`src/rtl/irq_ctrl.sv`:
```
// irq_ctrl -- interrupt controller for the 8-bit CPU.
//
// Captures rising edges on the external request lines into pending bits.
// It picks the lowest-index enabled pending request and, at a fetch
// boundary, redirects the PC to that request's vector. In the same cycle it
// pushes the interrupted PC onto the return stack. On return-from-interrupt
// it pops the stack, then selects the stack output for one cycle.
//
// Configuration macro:
//   IRQ_SYNC_EN  defined   : each irq_in bit goes through a 2-flop synchronizer
//                            before edge detection (request-to-pending = 3 edges)
//                undefined : irq_in feeds edge detection directly (1 edge);
//                            irq_in must then be synchronous to clk.
//
// Ports:
//   clk            in   clock
//   reset          in   asynchronous, active-high reset
//   irq_in         in   [NIRQ] raw request lines, rising edge raises a request
//   mask_we        in   mask write strobe
//   mask_wd        in   [NIRQ] new mask value, 1 = line enabled
//   instr_boundary in   CPU is at a fetch boundary this cycle
//   pc_next        in   [PCW] next fetch address (return address)
//   reti           in   CPU decoded return-from-interrupt this cycle
//   push           out  return-stack push strobe
//   push_data      out  [PCW] value to push
//   pop            out  return-stack pop strobe
//   pc_sel         out  PC mux takes pc_irq at the next edge
//   pc_irq         out  [PCW] selected vector
//   pc_ret_sel     out  PC mux takes the stack output at the next edge
//   irq_active     out  handler in progress
//   irq_id         out  [IDW] index of the request being serviced
//   pending        out  [NIRQ] pending request bits
//
// Handshake: the strobes are single-cycle, combinational and unacknowledged.
// The PC mux and the stack act on them at the next clk edge. push is valid
// only together with push_data, and pc_sel only together with pc_irq. There is
// no ready/back-pressure path.
//
// Debug: the FSM state is held in the enum signal 'state' (IDLE/SERVICE/RESTORE).

module irq_ctrl #(
  parameter int          IDW         = 2,
  parameter int          PCW         = 10,
  parameter int unsigned VECTOR_BASE = 'h3F0,
  parameter int          VEC_SHIFT   = 2,
  localparam int         NIRQ        = 2 ** IDW
) (
  input  logic            clk,
  input  logic            reset,
  input  logic [NIRQ-1:0] irq_in,
  input  logic            mask_we,
  input  logic [NIRQ-1:0] mask_wd,
  input  logic            instr_boundary,
  input  logic [PCW-1:0]  pc_next,
  input  logic            reti,
  output logic            push,
  output logic [PCW-1:0]  push_data,
  output logic            pop,
  output logic            pc_sel,
  output logic [PCW-1:0]  pc_irq,
  output logic            pc_ret_sel,
  output logic            irq_active,
  output logic [IDW-1:0]  irq_id,
  output logic [NIRQ-1:0] pending
);

  typedef enum logic [1:0] {
    IDLE    = 2'd0,
    SERVICE = 2'd1,
    RESTORE = 2'd2
  } state_t;

  state_t          state;
  logic [NIRQ-1:0] irq_src;
  logic [NIRQ-1:0] irq_prev;
  logic [NIRQ-1:0] pending_q;
  logic [NIRQ-1:0] mask_q;
  logic [NIRQ-1:0] edge_set;
  logic [NIRQ-1:0] eligible;
  logic [NIRQ-1:0] clr;
  logic [IDW-1:0]  winner;
  logic [PCW-1:0]  vector;
  logic            take;

`ifdef IRQ_SYNC_EN
  logic [NIRQ-1:0] sync1;
  logic [NIRQ-1:0] sync2;

  always_ff @(posedge clk or posedge reset) begin
    if (reset) begin
      sync1 <= '0;
      sync2 <= '0;
    end else begin
      sync1 <= irq_in;
      sync2 <= sync1;
    end
  end

  assign irq_src = sync2;
`else
  assign irq_src = irq_in;
`endif

  assign edge_set = irq_src & ~irq_prev;
  assign eligible = pending_q & mask_q;

  // Lowest set index wins. Scanning from the top down and overwriting
  // leaves the lowest index in winner.
  always_comb begin
    winner = '0;
    for (int i = NIRQ - 1; i >= 0; i--) begin
      if (eligible[i]) winner = IDW'(i);
    end
  end

  assign take   = (state == IDLE) && instr_boundary && (|eligible);
  assign vector = PCW'(VECTOR_BASE) + (PCW'(winner) << VEC_SHIFT);

  always_comb begin
    clr = '0;
    for (int i = 0; i < NIRQ; i++) begin
      clr[i] = take && (winner == IDW'(i));
    end
  end

  // Edge capture, pending and mask. A new edge overrides a same-cycle clear.
  always_ff @(posedge clk or posedge reset) begin
    if (reset) begin
      irq_prev  <= '0;
      pending_q <= '0;
      mask_q    <= '0;
    end else begin
      irq_prev  <= irq_src;
      pending_q <= (pending_q & ~clr) | edge_set;
      if (mask_we) mask_q <= mask_wd;
    end
  end

  // Control FSM. Only one return level is ever pushed, because nesting is
  // not allowed while in SERVICE.
  always_ff @(posedge clk or posedge reset) begin
    if (reset) begin
      state  <= IDLE;
      irq_id <= '0;
    end else begin
      case (state)
        IDLE: begin
          if (take) begin
            irq_id <= winner;
            state  <= SERVICE;
          end
        end
        SERVICE: begin
          if (reti) state <= RESTORE;
        end
        RESTORE: begin
          state <= IDLE;
        end
        default: begin
          state <= IDLE;
        end
      endcase
    end
  end

  // Strobes are combinational so that the PC mux and the stack act at the
  // very next edge. When idle, pc_irq rests at the base vector.
  assign push       = take;
  assign push_data  = take ? pc_next : '0;
  assign pc_sel     = take;
  assign pc_irq     = take ? vector : PCW'(VECTOR_BASE);
  assign pop        = (state == SERVICE) && reti;
  assign pc_ret_sel = (state == RESTORE);
  assign irq_active = (state != IDLE);
  assign pending    = pending_q;

endmodule

```
`config.mk`:
```
export PLATFORM = sky130hd
export DESIGN_NAME = irq_ctrl
export DESIGN_NICKNAME = d
export VERILOG_FILES = /design/src/rtl/irq_ctrl.sv
export SDC_FILE = /design/constraint.sdc
export NUM_CORES = 1
export LEC_CHECK = 0
export BUFFER_PORTS_ARGS = -buffer_cell sky130_fd_sc_hd__clkbuf_2
export CORE_MARGIN = 1
export CORE_UTILIZATION = 46
export CTS_BUF_LIST = sky130_fd_sc_hd__clkbuf_8
export DETAILED_ROUTE_END_ITERATION = 6
export PLACE_DENSITY = 0.86
export SETUP_SLACK_MARGIN = 0.3
export SYNTH_ARGS = -nofsm -noshare
export SYNTH_HDL_FRONTEND = slang
export SYNTH_SLANG_ARGS = --single-unit
```
`constraint.sdc`:
```
create_clock -name clk -period 3.5 [get_ports clk]
set_input_delay 0.175 -clock clk [delete_from_list [all_inputs] [get_ports clk]]
set_output_delay 0.175 -clock clk [all_outputs]
set_load 0.02 [all_outputs]
```
==> flow_summary.json <==
{
  "outcome": "finished, final reports clean",
  "dieArea_um2": 1980,
  "layout.cells.non_filler": 149,
  "synth_common_cells": "dfrtp_1, and2_1, buf_4",
  "cts_num_sinks": 16,
  "core_area_um2": 1590,
  "place_hpwl_mm": 1.41,
  "place_ws_ns": 1.74,
  "slew_violations": 0,
  "p_int_uw": 410,
  "p_per_area_nw_per_um2": 626,
  "grt_pass1_wl_mm": 2.79,
  "worstPathMaxFanout": 13,
  "required_ns": 3.32,
  "drc": 0,
  "ys.flop_type": "dfrtp_1",
  "ctsResizeCount": 0,
  "routed_wl_mm": 1.72,
  "synth_most_common_cell": "dfrtp_1",
  "cts_max_path_buffers": 2,
  "pwr-share-comb": 0.417,
  "final_nets": 150,
  "dp.cells": 145,
  "drtIter0Drc": 21,
  "die_w_um": 44.5,
  "netSwitchingPower_uw": 268,
  "row_count": 14,
  "cts_buffers": 3,
  "ys_seq_elements": 16,
  "track_usage": 0.206,
  "synth_cells": 80,
  "fin_tns_setup_ns": 0,
  "io_buffers": 45,
  "start_util": 0.520,
  "antenna_found_initial": 0,
  "cts_setup_buffers": 0,
  "gp_congestion": 0.828,
  "path_clk_slew_ns": 0.06,
  "rsz0062_at_grt": "false",
  "final_layout_size_suffix_gt1_frac": 0.448,
  "finalSetupViolations": 0,
  "leakage_uw": 0.000595,
  "design_area_um2": 1080,
  "clock_latency_ns": 0.25,
  "worstMarginPinSlew_ns": 0.575,
  "yosysWarnings": 0,
  "die_h_um": 44.5,
  "grt_max_degree": 17,
  "critical_path_class": "flip-flop to primary output",
  "fin_crit_sh": 0.575,
  "root_buffer": "clkbuf_8",
  "max_cap_viol_count": 0,
  "clock_power_share": 0.194,
  "fin_crit_ns": 2.01,
  "drtPass1Iterations": 4,
  "synth_edf_count": 0,
  "synth-seq-area-share": 0.483,
  "antenna_left": 0,
  "hold_viol_final": 0,
  "setup_ws_ns": 1.49,
  "area_delta_synth_final_pct": 30.6,
  "ys_async_sr_fraction": 1.00,
  "routed_via_density": 4.90,
  "insertedDiodeCount": 0,
  "hold_class": "primary input to flip-flop",
  "syn_area_um2": 830,
  "ios": 54,
  "vias": 730,
  "cp-end-kind": "primary output",
  "grt_pass1_vias": 690,
  "switching_share": 0.395,
  "skew_ns": 0.00334,
  "slew_headroom": 0.616,
  "routedWlPerCell_um": 11.6,
  "yosysTopAreaCell": "dfrtp_1",
  "synth_area_per_cell_um2": 10.4,
  "synth_top_area_share": 0.483,
  "h-tree-depth": 1,
  "overflow": 0,
  "ir_worst_vdd_v": 0.000464,
  "worstPathArrival_ns": 1.84,
  "critPathLaunchType": "flip-flop",
  "cts_tree": "yes",
  "max_freq_ghz": 0.497,
  "seqPwrFrac": 0.389,
  "postPlaceCellArea_um2": 1030,
  "yosysUniqueCellTypes": 24,
  "synth_area_leaders": "dfrtp_1, buf_4, and2_1"
}
==> power groups by stage <==
stage | logic [uW] | registers, uW | clock network, uW
after floorplan | 182 | 285 | 0
after global placement | 280 | 264 | 0
after detailed placement | 285 | 266 | 0
after CTS | 286 | 264 | 136
after global routing | 307 | 272 | 142
final | 283 | 264 | 132
==> metal layers <==
metal,GRT usage,vias to the layer above,part of all wire
li1,-,348,-
met1,0.212,329,0.38
met2,0.379,47,0.51
met3,0.0367,6,0.088
met4,0.127,0,0.030
met5,0,-,0
==> state kept, by name, indices dropped and copies added (netlist names) <==
name      cells
irq_id        2
irq_prev      4
mask_q        4
pending       4
state         2
==> final timing paths <==
kind / start / end / slack, ns / depth (start not counted)
max: state[1] / push_data[7] / 1.49 / 4
min: irq_in[2] / irq_prev[2] / 0.05 / 1
max reg2reg: state[1] / state[0] / 2.06 / 3
min reg2reg: irq_id[1] / irq_id[1] / 0.51 / 1
max in group asynchronous: reset / mask_q[1] / 2.61 / 3
min in group asynchronous: reset / pending[3] / 0.52 / 3
==> kinds of logic after synthesis <==
| logic type | after synthesis | share of synthesized area |
|---|---|---|
| flops | 16 | 0.483 |
| mux | 4 | 0.0543 |
| compound gates | 13 | 0.125 |
| other cells | 2 | 0.00905 |
| buf+inv | 15 | 0.113 |
| simple gates | 30 | 0.216 |
==> cell type report <==
cell class	instances	area [um^2]
sequential	16	400
multi-input combinational	55	358
clock buffer	3	41.3
inverter	5	18.8
tap	24	30.0
fill	133	510
timing repair buffer	46	235
==> stage by stage <==
step,hold WS [ns],util,total power [uW]
3_3_place_gp,0.234,0.648,544
4_1_cts,0.0480,0.680,686
6_report,0.0492,0.680,679
5_1_grt,0.0465,0.680,721
3_5_place_dp,0.247,0.648,551
2_1_floorplan,0.0887,-,467
==> layout by cell type (no fill, tap or decap), types with 3 or more instances in the layout <==
cell / count
a22o_1: 3
and2_1: 10
clkbuf_2: 45
clkbuf_8: 3
conb_1: 8
dfrtp_1: 16
inv_1: 5
mux2_2: 4
nand2_1: 7
nand3_1: 3
==> timing repair <==
item | in CTS | in global routing
hold endpoints to repair | 16 | 0
endpoints found under the setup margin | 0 | 0
hold buffers | 1 | 0
==> worst max-delay path, stage by stage (launching register included) <==
cell and delay (ns):
dfrtp_1 0.44, or3b_4 0.45, a21oi_2 0.33, and2_1 0.21, clkbuf_2 0.17
Note: power is estimated with default switching activity, not from simulation.
